==> config.mk <==
export PLATFORM = sky130hd
export DESIGN_NAME = control_unit_flat
export DESIGN_NICKNAME = d
export VERILOG_FILES = /design/src/rtl/cpu_pkg.sv /design/src/rtl/control_unit_if.sv /design/src/rtl/inst_decoder.sv /design/src/rtl/control_unit.sv /design/src/flat_wrapper.sv
export SDC_FILE = /design/constraint.sdc
export NUM_CORES = 1
export LEC_CHECK = 0
export CAP_MARGIN = 20
export CORE_MARGIN = 2
export CORE_UTILIZATION = 59
export DETAILED_ROUTE_END_ITERATION = 10
export DONT_BUFFER_PORTS = 1
export GPL_TIMING_DRIVEN = 0
export HOLD_SLACK_MARGIN = 0.03
export PLACE_DENSITY_LB_ADDON = 0.05
export SLEW_MARGIN = 25
export SYNTH_ARGS = -nofsm -noshare
export SYNTH_HDL_FRONTEND = slang
export SYNTH_SLANG_ARGS = --single-unit
==> constraint.sdc <==
create_clock -name clk -period 4.7 [get_ports clk]
set_input_delay 0.235 -clock clk [delete_from_list [all_inputs] [get_ports clk]]
set_output_delay 0.235 -clock clk [all_outputs]
set_load 0.02 [all_outputs]
==> src/rtl/cpu_pkg.sv <==
// Shared definitions for the multi-cycle controller: widths, opcodes, FSM states,
// flag bit positions, write-back source selects and the instruction-class vector.
package cpu_pkg;

    localparam int PC_W  = 16;
    localparam int RA_W  = 5;
    localparam int OPC_W = 6;

    localparam logic [OPC_W-1:0] ADD_OPC  = 6'b000000;
    localparam logic [PC_W-1:0]  TRAP_VEC = 16'h0010;

    // Class masks on op[5:4]; the low four bits select the ALU operation.
    localparam logic [1:0] CLS_ALU_RR = 2'b00;
    localparam logic [1:0] CLS_ALU_RI = 2'b01;

    localparam logic [OPC_W-1:0] OP_LOAD  = 6'b100000;
    localparam logic [OPC_W-1:0] OP_STORE = 6'b100001;
    localparam logic [OPC_W-1:0] OP_MOVT  = 6'b100010;
    localparam logic [OPC_W-1:0] OP_JMP   = 6'b110000;
    localparam logic [OPC_W-1:0] OP_JZ    = 6'b110001;
    localparam logic [OPC_W-1:0] OP_JC    = 6'b110010;
    localparam logic [OPC_W-1:0] OP_BRREL = 6'b110011;
    localparam logic [OPC_W-1:0] OP_HALT  = 6'b111111;

    localparam int FLAG_Z = 0;
    localparam int FLAG_C = 1;
    localparam int FLAG_N = 2;
    localparam int FLAG_V = 3;
    localparam int FLAG_P = 4;

    typedef enum logic [2:0] {
        S_RST    = 3'd0,
        S_FETCH  = 3'd1,
        S_DECODE = 3'd2,
        S_EXEC   = 3'd3,
        S_WB     = 3'd4,
        S_PCINC  = 3'd5,
        S_HALT   = 3'd6
    } state_t;

    typedef enum logic [1:0] {
        DIN_MEM  = 2'b00,
        DIN_ALU  = 2'b01,
        DIN_TEMP = 2'b10
    } din_sel_t;

    typedef struct packed {
        logic alu_rr;
        logic alu_ri;
        logic load;
        logic store;
        logic movt;
        logic jmp;
        logic jz;
        logic jc;
        logic brrel;
        logic halt;
        logic undef;
    } inst_class_t;

endpackage

==> src/rtl/control_unit_if.sv <==
// Controller <-> data-path bundle: instruction and flags in, all controls out.
interface control_unit_if;

    logic [cpu_pkg::PC_W-1:0]  inst;
    logic [4:0]                flags_out;
    logic [cpu_pkg::OPC_W-1:0] opcode;
    logic [cpu_pkg::RA_W-1:0]  reg_addr1;
    logic [cpu_pkg::RA_W-1:0]  reg_addr2;
    logic [cpu_pkg::RA_W-1:0]  mem_addr;
    logic [cpu_pkg::RA_W-1:0]  imd_operand;
    logic [cpu_pkg::PC_W-1:0]  imd_addr;
    logic                      mem_wr;
    logic                      reg_wr;
    logic                      st_reg_ld;
    logic                      IorR;
    logic                      PcorR;
    logic                      pc_addr_sel;
    logic                      Pc_Rst;
    logic                      Pc_Ld;
    logic [1:0]                Din_Sel;
    logic                      halted;

    modport master (
        input  inst, flags_out,
        output opcode, reg_addr1, reg_addr2, mem_addr, imd_operand, imd_addr,
               mem_wr, reg_wr, st_reg_ld, IorR, PcorR, pc_addr_sel,
               Pc_Rst, Pc_Ld, Din_Sel, halted
    );

    modport slave (
        output inst, flags_out,
        input  opcode, reg_addr1, reg_addr2, mem_addr, imd_operand, imd_addr,
               mem_wr, reg_wr, st_reg_ld, IorR, PcorR, pc_addr_sel,
               Pc_Rst, Pc_Ld, Din_Sel, halted
    );

endinterface

==> src/rtl/inst_decoder.sv <==
// Combinational instruction decode: one-hot class vector plus op/A/B fields
// and the zero-extended absolute jump target.
module inst_decoder
    import cpu_pkg::*;
(
    input  logic [PC_W-1:0]  ir,
    output inst_class_t      cls,
    output logic [OPC_W-1:0] op,
    output logic [RA_W-1:0]  a,
    output logic [RA_W-1:0]  b,
    output logic [PC_W-1:0]  jmp_target
);

    assign op         = ir[15:10];
    assign a          = ir[9:5];
    assign b          = ir[4:0];
    assign jmp_target = {{(PC_W-10){1'b0}}, ir[9:0]};

    always_comb begin
        // NOTE: every output of a combinational block gets a default first so no latch is inferred.
        cls = '0;
        if (op[5:4] == CLS_ALU_RR) begin
            cls.alu_rr = 1'b1;
        end else if (op[5:4] == CLS_ALU_RI) begin
            cls.alu_ri = 1'b1;
        end else begin
            case (op)
                OP_LOAD:  cls.load  = 1'b1;
                OP_STORE: cls.store = 1'b1;
                OP_MOVT:  cls.movt  = 1'b1;
                OP_JMP:   cls.jmp   = 1'b1;
                OP_JZ:    cls.jz    = 1'b1;
                OP_JC:    cls.jc    = 1'b1;
                OP_BRREL: cls.brrel = 1'b1;
                OP_HALT:  cls.halt  = 1'b1;
                default:  cls.undef = 1'b1;
            endcase
        end
    end

endmodule

==> src/rtl/control_unit.sv <==
// Multi-cycle FSM sequencing FETCH/DECODE/EXEC/WB/PCINC for the 16-bit data path.
// Build option: define ILLEGAL_TRAP_EN to vector undefined opcodes to TRAP_VEC.
module control_unit
    import cpu_pkg::*;
(
    input  logic           clk,
    input  logic           Rst,
    control_unit_if.master bus
);

    state_t           state;
    state_t           state_nx;
    logic [PC_W-1:0]  ir;
    inst_class_t      cls;
    logic [OPC_W-1:0] op;
    logic [RA_W-1:0]  fld_a;
    logic [RA_W-1:0]  fld_b;
    logic [PC_W-1:0]  jmp_target;
    logic             jump_taken;

    inst_decoder u_dec (
        .ir         (ir),
        .cls        (cls),
        .op         (op),
        .a          (fld_a),
        .b          (fld_b),
        .jmp_target (jmp_target)
    );

    // Flags from the previous instruction have already committed by S_EXEC.
    assign jump_taken = (cls.jz && bus.flags_out[FLAG_Z]) ||
                        (cls.jc && bus.flags_out[FLAG_C]);

    always_ff @(posedge clk or negedge Rst) begin
        if (!Rst) begin
            state <= S_RST;
            ir    <= '0;
        end else begin
            // NOTE: sequential state uses non-blocking assignments so all registers update together.
            state <= state_nx;
            if (state == S_DECODE) begin
                ir <= bus.inst;
            end
        end
    end

    always_comb begin
        bus.opcode      = '0;
        bus.reg_addr1   = '0;
        bus.reg_addr2   = '0;
        bus.mem_addr    = '0;
        bus.imd_operand = '0;
        bus.imd_addr    = '0;
        bus.mem_wr      = 1'b0;
        bus.reg_wr      = 1'b0;
        bus.st_reg_ld   = 1'b0;
        bus.IorR        = 1'b0;
        bus.PcorR       = 1'b0;
        bus.pc_addr_sel = 1'b0;
        bus.Pc_Rst      = 1'b0;
        bus.Pc_Ld       = 1'b0;
        bus.Din_Sel     = DIN_MEM;
        bus.halted      = 1'b0;
        state_nx        = state;

        case (state)
            S_RST: begin
                bus.Pc_Rst = 1'b1;
                state_nx   = S_FETCH;
            end
            S_FETCH:  state_nx = S_DECODE;
            S_DECODE: state_nx = S_EXEC;
            S_EXEC, S_WB: begin
                // Operand drives are shared so S_WB holds what S_EXEC presented.
                if (cls.alu_rr) begin
                    bus.reg_addr1 = fld_a;
                    bus.reg_addr2 = fld_b;
                    bus.opcode    = op;
                end
                if (cls.alu_ri) begin
                    bus.reg_addr1   = fld_a;
                    bus.imd_operand = fld_b;
                    bus.IorR        = 1'b1;
                    bus.opcode      = {2'b00, op[3:0]};
                end
                if (cls.load) begin
                    bus.reg_addr1 = fld_a;
                    bus.mem_addr  = fld_b;
                end
                if (cls.movt) begin
                    bus.reg_addr1 = fld_a;
                end

                if (state == S_WB) begin
                    bus.reg_wr = 1'b1;
                    if (cls.movt)      bus.Din_Sel = DIN_TEMP;
                    else if (cls.load) bus.Din_Sel = DIN_MEM;
                    else               bus.Din_Sel = DIN_ALU;
                    state_nx = S_PCINC;
                end else if (cls.alu_rr || cls.alu_ri) begin
                    bus.st_reg_ld = 1'b1;
                    state_nx      = S_WB;
                end else if (cls.load || cls.movt) begin
                    state_nx = S_WB;
                end else if (cls.store) begin
                    bus.reg_addr1 = fld_a;
                    bus.mem_addr  = fld_b;
                    bus.mem_wr    = 1'b1;
                    state_nx      = S_PCINC;
                end else if (cls.jmp || jump_taken) begin
                    bus.imd_addr    = jmp_target;
                    bus.pc_addr_sel = 1'b1;
                    bus.Pc_Ld       = 1'b1;
                    state_nx        = S_FETCH;
                end else if (cls.brrel) begin
                    bus.PcorR       = 1'b1;
                    bus.IorR        = 1'b1;
                    bus.imd_operand = fld_b;
                    bus.opcode      = ADD_OPC;
                    bus.Pc_Ld       = 1'b1;
                    state_nx        = S_FETCH;
                end else if (cls.halt) begin
                    state_nx = S_HALT;
                end else if (cls.undef) begin
`ifdef ILLEGAL_TRAP_EN
                    bus.imd_addr    = TRAP_VEC;
                    bus.pc_addr_sel = 1'b1;
                    bus.Pc_Ld       = 1'b1;
                    state_nx        = S_FETCH;
`else
                    state_nx = S_PCINC;
`endif
                end else begin
                    state_nx = S_PCINC;
                end
            end
            S_PCINC: begin
                bus.PcorR       = 1'b1;
                bus.IorR        = 1'b1;
                bus.imd_operand = 5'd1;
                bus.opcode      = ADD_OPC;
                bus.Pc_Ld       = 1'b1;
                state_nx        = S_FETCH;
            end
            S_HALT: begin
                bus.halted = 1'b1;
                state_nx   = S_HALT;
            end
            default: state_nx = S_RST;
        endcase
    end

endmodule

==> src/flat_wrapper.sv <==
// flat-port wrapper written by rule: the top's interface ports become plain ports
module control_unit_flat import cpu_pkg::*;
  (clk, Rst, bus_inst, bus_flags_out, bus_opcode, bus_reg_addr1, bus_reg_addr2, bus_mem_addr, bus_imd_operand, bus_imd_addr, bus_mem_wr, bus_reg_wr, bus_st_reg_ld, bus_IorR, bus_PcorR, bus_pc_addr_sel, bus_Pc_Rst, bus_Pc_Ld, bus_Din_Sel, bus_halted);
  control_unit_if bus_i ();
  input  logic clk;
  input  logic Rst;
  input wire logic [$bits(bus_i.inst)-1:0] bus_inst;
  input wire logic [$bits(bus_i.flags_out)-1:0] bus_flags_out;
  output wire logic [$bits(bus_i.opcode)-1:0] bus_opcode;
  output wire logic [$bits(bus_i.reg_addr1)-1:0] bus_reg_addr1;
  output wire logic [$bits(bus_i.reg_addr2)-1:0] bus_reg_addr2;
  output wire logic [$bits(bus_i.mem_addr)-1:0] bus_mem_addr;
  output wire logic [$bits(bus_i.imd_operand)-1:0] bus_imd_operand;
  output wire logic [$bits(bus_i.imd_addr)-1:0] bus_imd_addr;
  output wire logic [$bits(bus_i.mem_wr)-1:0] bus_mem_wr;
  output wire logic [$bits(bus_i.reg_wr)-1:0] bus_reg_wr;
  output wire logic [$bits(bus_i.st_reg_ld)-1:0] bus_st_reg_ld;
  output wire logic [$bits(bus_i.IorR)-1:0] bus_IorR;
  output wire logic [$bits(bus_i.PcorR)-1:0] bus_PcorR;
  output wire logic [$bits(bus_i.pc_addr_sel)-1:0] bus_pc_addr_sel;
  output wire logic [$bits(bus_i.Pc_Rst)-1:0] bus_Pc_Rst;
  output wire logic [$bits(bus_i.Pc_Ld)-1:0] bus_Pc_Ld;
  output wire logic [$bits(bus_i.Din_Sel)-1:0] bus_Din_Sel;
  output wire logic [$bits(bus_i.halted)-1:0] bus_halted;
  assign bus_i.inst = bus_inst;
  assign bus_i.flags_out = bus_flags_out;
  assign bus_opcode = bus_i.opcode;
  assign bus_reg_addr1 = bus_i.reg_addr1;
  assign bus_reg_addr2 = bus_i.reg_addr2;
  assign bus_mem_addr = bus_i.mem_addr;
  assign bus_imd_operand = bus_i.imd_operand;
  assign bus_imd_addr = bus_i.imd_addr;
  assign bus_mem_wr = bus_i.mem_wr;
  assign bus_reg_wr = bus_i.reg_wr;
  assign bus_st_reg_ld = bus_i.st_reg_ld;
  assign bus_IorR = bus_i.IorR;
  assign bus_PcorR = bus_i.PcorR;
  assign bus_pc_addr_sel = bus_i.pc_addr_sel;
  assign bus_Pc_Rst = bus_i.Pc_Rst;
  assign bus_Pc_Ld = bus_i.Pc_Ld;
  assign bus_Din_Sel = bus_i.Din_Sel;
  assign bus_halted = bus_i.halted;
  control_unit u_core (.clk(clk), .Rst(Rst), .bus(bus_i));
endmodule
==> results_dict.tcl, run 1 <==
set metrics [dict create \
    status "complete, no violations" \
    grt_pass1_wl_um 4600 \
    cts.sinks 19 \
    start_util 0.620 \
    hpwl_um 2250 \
    vias 1059 \
    stdcell_count 179 \
    finClkSkew_ns 0.00695 \
    hold_class "input pin to flop" \
    dr.max_layer_used "met4" \
    worst_slew_pin_slew_ns 0.835 \
    ys.flop_type "dfrtp_1" \
    crit_chain "buf_2, or3b_2, inv_1, a21oi_1, nor3b_1" \
    cp.required_ns 4.47 \
    cts.repair.resized 0 \
    drv_cap 0 \
    clk_pin_slew_ns 0.11 \
    holdBufCountCts 1 \
    antenna_found_initial 0 \
    crit_arrival_ns 2.49 \
    hold_violations 0 \
    layout.nets 175 \
    synth.area.top_cells "dfrtp_1, mux2_2, and2_1" \
    cp.depth 5 \
    avgSynthCellArea_um2 9.77 \
    die_w_um 52.0 \
    synthArstFlopShare 1.00 \
    ant_nets 0 \
    setup_viol 0 \
    routed-wl-met2_um 1350 \
    dp.cells 174 \
    grt_max_degree 20 \
    dr.pass1.iters 4 \
    max_freq_ghz 0.367 \
    synthCells 139 \
    critical_path_class "flop to output pin" \
    ys_warn_count 0 \
    viasPerCell 5.92 \
    r2r_cells 5 \
    tns_ns 0 \
    power_density_nw_per_um2 646 \
    slowest_stage "nor3b_1" \
    slew_violations 0 \
    drt_iter0_drc 17 \
    worstPathMaxFanout 10 \
    cellLeakagePower_uw 0.000628 \
    cp_top_family "simple AND/OR/NAND/NOR gates" \
    min_path_cells 1 \
    design.die.area_um2 2700 \
    gp_congestion 0.830 \
    yosys_register_bits 19 \
    std_cell_rows 17 \
    yosysMostFrequentCell "and2_1" \
    peakVddDrop_v 0.000399 \
    h-tree-depth 1 \
    pin_count 76 \
    wl_per_cell_um 16.4 \
    finalCritPeriodShare 0.580 \
    postCtsSetupRepairBufs 0 \
    io_buffer_count 0 \
    gr-usage-all-layers 0.232 \
    grt_setup_unrepaired "false" \
    critPathBufInv 2 \
    worst_slew_margin_rel 0.442 \
    synth_common_cells "and2_1, dfrtp_1, mux2_2, buf_4, nor3b_1" \
    yosys.area.top_type "dfrtp_1" \
    antennaDiodeCount 0 \
    total_power_uw 942 \
    cts_root_buf "clkbuf_4" \
    critPathMaxStageDelay_ns 0.64 \
    ys_types 38 \
    cp-start-kind "flop" \
    end_kind "output pin" \
    clk_latency_ns 0.29 \
    layout_min_cycle_time_ns 2.73 \
    clockBufferDepth 2 \
    numCtsBuffers 3 \
    wirelength_um 2930 \
    drc 0 \
    netlist_area_um2 1360 \
    overflow 0 \
    synth_top_area_share 0.350 \
    syn_to_final_growth_pct 7.28 \
    grt_pass1_vias 1012 \
    tritoncts "built" \
    coreArea_um2 2190 \
    synth_edf_count 0 \
    wl_met1_um 1250 \
    ys_seq_area_frac 0.350 \
    utilization 0.665 \
    dr_wl_met3_um 298 \
    die_h_um 52.0 \
    drive_above_1_share 0.278 \
]
sequential cells by signal, summed over array words and instances, names as in the netlist:
name,count
u_core.state,3
u_core.ir,16
cells by family (layout without fill, tap and decap cells):
| family | count (synthesis) | count (layout) | synth area share |
|---|---|---|---|
| simple gates | 57 | 57 | 0.282 |
| compound gates | 24 | 24 | 0.136 |
| buf+inv | 22 | 27 | 0.0958 |
| flops | 19 | 19 | 0.350 |
| mux | 16 | 16 | 0.133 |
| other cells | 1 | 8 | 0.00276 |
final timing paths:
kind | start | to | slack (ns)
setup / recovery | u_core.state[1]$_DFF_PN0_ | bus_imd_operand[3] | 1.97
hold / removal | bus_inst[12] | u_core.ir[12]$_DFFE_PN0P_ | 0.08
setup reg to reg | u_core.state[2]$_DFF_PN0_ | u_core.ir[6]$_DFFE_PN0P_ | 2.87
hold reg to reg | u_core.ir[8]$_DFFE_PN0P_ | u_core.ir[8]$_DFFE_PN0P_ | 0.53
max in group asynchronous | Rst | u_core.ir[0]$_DFFE_PN0P_ | 3.70
min in group asynchronous | Rst | u_core.ir[13]$_DFFE_PN0P_ | 0.48
metal layers:
layer  GRT usage  vias up
met5           0        -
met2       0.367       61
li1            -      495
met1       0.304      498
met3      0.0546        5
met4      0.0921        0
placed cells by master, fill, tap and decap left out, drive strengths merged, types with 2 or more instances in the layout:
cell | Yosys | layout
and2 | 23 | 23
dfrtp | 19 | 19
mux2 | 16 | 16
buf | 14 | 14
conb | 1 | 8
nor3b | 6 | 6
clkbuf | 3 | 6
inv | 5 | 5
o21ai | 5 | 5
a21boi | 5 | 5
nor2b | 4 | 4
nand2b | 4 | 4
nor2 | 4 | 4
nor3 | 3 | 3
a21oi | 3 | 3
a211oi | 2 | 2
o22ai | 2 | 2
nand2 | 2 | 2
or4b | 2 | 2
and3 | 2 | 2
or3b | 2 | 2
a2111oi | 2 | 2
through the flow:
step / setup slack, ns / cell area, um^2 / hold slack (ns)
2_1_floorplan: 2.54 / 1380 / -0.0606
6_report: 1.97 / 1460 / 0.0830
4_1_cts: 2.01 / 1460 / 0.0787
3_5_place_dp: 2.35 / 1420 / -0.0603
3_3_place_gp: 2.36 / 1420 / -0.0602
5_1_grt: 1.85 / 1460 / 0.0717
power by group:
part	leakage [uW]	switching, uW	internal [uW]
clock	0.0000177	47.8	31.6
sequential	0.000223	69.5	248
combinational	0.000387	324	221
total	0.000628	441	501
layout make-up:
class | instances | area (um^2)
fillers | 197 | 734
clock inverters | 1 | 5.00
inverters | 5 | 18.8
clock buffers | 3 | 22.5
plain buffers | 17 | 111
repair buffers | 1 | 10.0
multi-input cells | 105 | 778
flip-flops and latches | 19 | 475
well taps | 28 | 35.0
(Power assumes the default switching activity.)
==> inputs of run 2 (changes only) <==
--- a/config.mk
+++ b/config.mk
@@ -7,7 +7,7 @@
 export LEC_CHECK = 0
 export CAP_MARGIN = 20
 export CORE_MARGIN = 2
-export CORE_UTILIZATION = 59
+export CORE_UTILIZATION = 56
 export DETAILED_ROUTE_END_ITERATION = 10
 export DONT_BUFFER_PORTS = 1
 export GPL_TIMING_DRIVEN = 0
==> constraint.sdc (replaced) <==
create_clock -name clk -period 2.2 [get_ports clk]
set_input_delay 0.11 -clock clk [delete_from_list [all_inputs] [get_ports clk]]
set_output_delay 0.11 -clock clk [all_outputs]
set_load 0.02 [all_outputs]
==> run 2 against run 1 <==
Net effect:
- worst hold slack improved by 0.18 ns
- sequential cell count unchanged
- largest power group unchanged
- critical path type unchanged
- first-iteration DRC count grew 100%
- critical path depth shrank 1
- the run now ends with setup timing left
- via count rose by 9.9%
- highest routed layer unchanged
- power grew to 2.5 times the previous value
- clock power rose by 130%
- sequential power up 130%
- cell area increased by 28%
- worst setup slack worse by 2.0 ns
==> results_dict.tcl, run 2 (synthesis results as in run 1) <==
set metrics [dict create \
    status "finished, violations left" \
    violations "setup timing" \
    gr-usage-all-layers 0.266 \
    wl_per_cell_um 18.6 \
    power_density_nw_per_um2 1270 \
    cts_root_buf "clkbuf_4" \
    design.die.area_um2 2830 \
    crit_arrival_ns 2.15 \
    end_kind "output pin" \
    worst_slew_margin_rel 0.363 \
    cp.required_ns 2.09 \
    clk_latency_ns 0.31 \
    finalCritPeriodShare 1.03 \
    switchingPower_uw 1130 \
    worstPathMaxFanout 10 \
    slew_violations 0 \
    hold_violations 0 \
    top_regs "u_core.ir (16), u_core.state (3)" \
    antennaDiodeCount 0 \
    drv_cap 0 \
    clk_pin_slew_ns 0.11 \
    ant_nets 0 \
    grt_max_degree 20 \
    drive_above_1_share 0.480 \
    crit_chain "buf_4, or3b_4, or4b_4, a21boi_4" \
    fin_area_um2 1860 \
    std_cell_rows 17 \
    postPlaceCellArea_um2 1420 \
    cp_top_family "simple AND/OR/NAND/NOR gates" \
    max_freq_ghz 0.442 \
    critical_path_class "flop to output pin" \
    dr.pass1.iters 4 \
    p_int_uw 1240 \
    peakVddDrop_v 0.000971 \
    die_w_um 53.2 \
    power.share.clock 0.077 \
    cp-start-kind "flop" \
    cts.sinks 19 \
    tritoncts "built" \
    crit_path_start "u_core.ir[15]$_DFFE_PN0P_" \
    reg2reg_from "u_core.state[2]$_DFF_PN0_" \
    sw_frac_of_total 0.477 \
    regMostFlops "u_core.ir" \
    hold_class "input pin to flop" \
    setup_viol 12 \
    numCtsBuffers 3 \
    io_buffer_count 0 \
    hold_ws_ns 0.266 \
    viasPerCell 5.79 \
    coreArea_um2 2250 \
    slowest_stage "or4b_4" \
    grt_pass1_vias 1072 \
    final_common_cell "dfrtp_1" \
    pin_count 76 \
    die_h_um 53.2 \
    layout_setup_ws_ns -0.0640 \
    wirelength_um 3740 \
    h-tree-depth 1 \
    finClkSkew_ns 0.00428 \
    syn_to_final_growth_pct 37.1 \
    hpwl_um 2360 \
    drt_iter0_drc 34 \
    pwr-share-comb 0.616 \
    grt_pass1_wl_um 5290 \
    layout_common_cells "dfrtp_1, dlygate4sd3_1, mux2_2" \
    grt_setup_unrepaired "true" \
    start_util 0.602 \
    worst_slew_pin_slew_ns 0.950 \
    antenna_found_initial 0 \
    cellLeakagePower_uw 0.000799 \
    total_power_uw 2370 \
    critPathBufInv 1 \
    critPathMaxStageDelay_ns 0.65 \
    clockBufferDepth 2 \
    layout_min_cycle_time_ns 2.26 \
    overflow 0 \
    gp_congestion 0.905 \
    vias 1164 \
    layout.nets 197 \
    min_from "bus_flags_out[0]" \
    pwr-share-seq 0.307 \
    largest_reg_flops 16 \
    drc 0 \
]
run 2: cell types whose count changed in the layout (fill, tap and decap cells not counted), moves of 6 or more:
cell,delta
and2_1,-18
and2_4,+13
buf_4,+6
dlygate4sd3_1,+16
run 2: area by class of cell:
type                       instances  area (um^2)
multi-input combinational        105          956
sequential                        19          475
fill                             134          394
timing repair buffer              24          224
buffer                            16          120
tap                               28         35.0
clock buffer                       3         22.5
inverter                           5         22.5
clock inverter                     1         5.00
run 2: timing repair:
item	CTS	global route
cloned	0	1
resized for setup	30	39
hold endpoints to repair	35	0
pin swaps	6	10
hold buffers	17	0
setup endpoints to repair	29	25
buffers inserted	1	5
run 2: worst paths after layout:
check / end / slack [ns] / cells past startpoint
worst max-delay path: bus_reg_addr1[1] / -0.06 / 4
worst min-delay path: u_core.state[2]$_DFF_PN0_ / 0.27 / 3
worst max register to register: u_core.ir[7]$_DFFE_PN0P_ / 0.36 / 5
worst min register to register: u_core.ir[5]$_DFFE_PN0P_ / 0.55 / 1
max in group asynchronous: u_core.ir[8]$_DFFE_PN0P_ / 1.33 / 1
min in group asynchronous: u_core.state[1]$_DFF_PN0_ / 0.34 / 1
run 2: metal layers:
layer / track usage / vias up / routed length, um
li1: - / 541 / -
met1: 0.318 / 552 / 1460
met2: 0.475 / 66 / 1910
met3: 0.0424 / 5 / 294
met4: 0.0940 / 0 / 65
met5: 0 / - / 0
run 2: metrics by stage:
step	TNS (ns)	worst slack, ns	util	instances
after global routing	-2.05	-0.136	0.825	201
after floorplan	0	0.168	-	146
final	-0.613	-0.0640	0.825	201
after detailed placement	-0.0260	-0.0163	0.629	174
after CTS	-0.0262	-0.0230	0.768	196
after global placement	0	0.00618	0.629	174
run 2: worst register-to-register path, stage by stage, from the launching register on:
cell and delay [ns]:
dfrtp_1 0.38, buf_4 0.16, nand2b_1 0.18, nor2_2 0.31
buf_2 0.34, mux2_2 0.38
run 2: power by group through the flow:
stage                     sequential [uW]  combinational (uW)  clock [uW]
after floorplan                       635                 999           0
after global placement                669                1120           0
after detailed placement              683                1160           0
final                                 728                1460         184
after CTS                             680                1330         186
after global routing                  751                1550         208
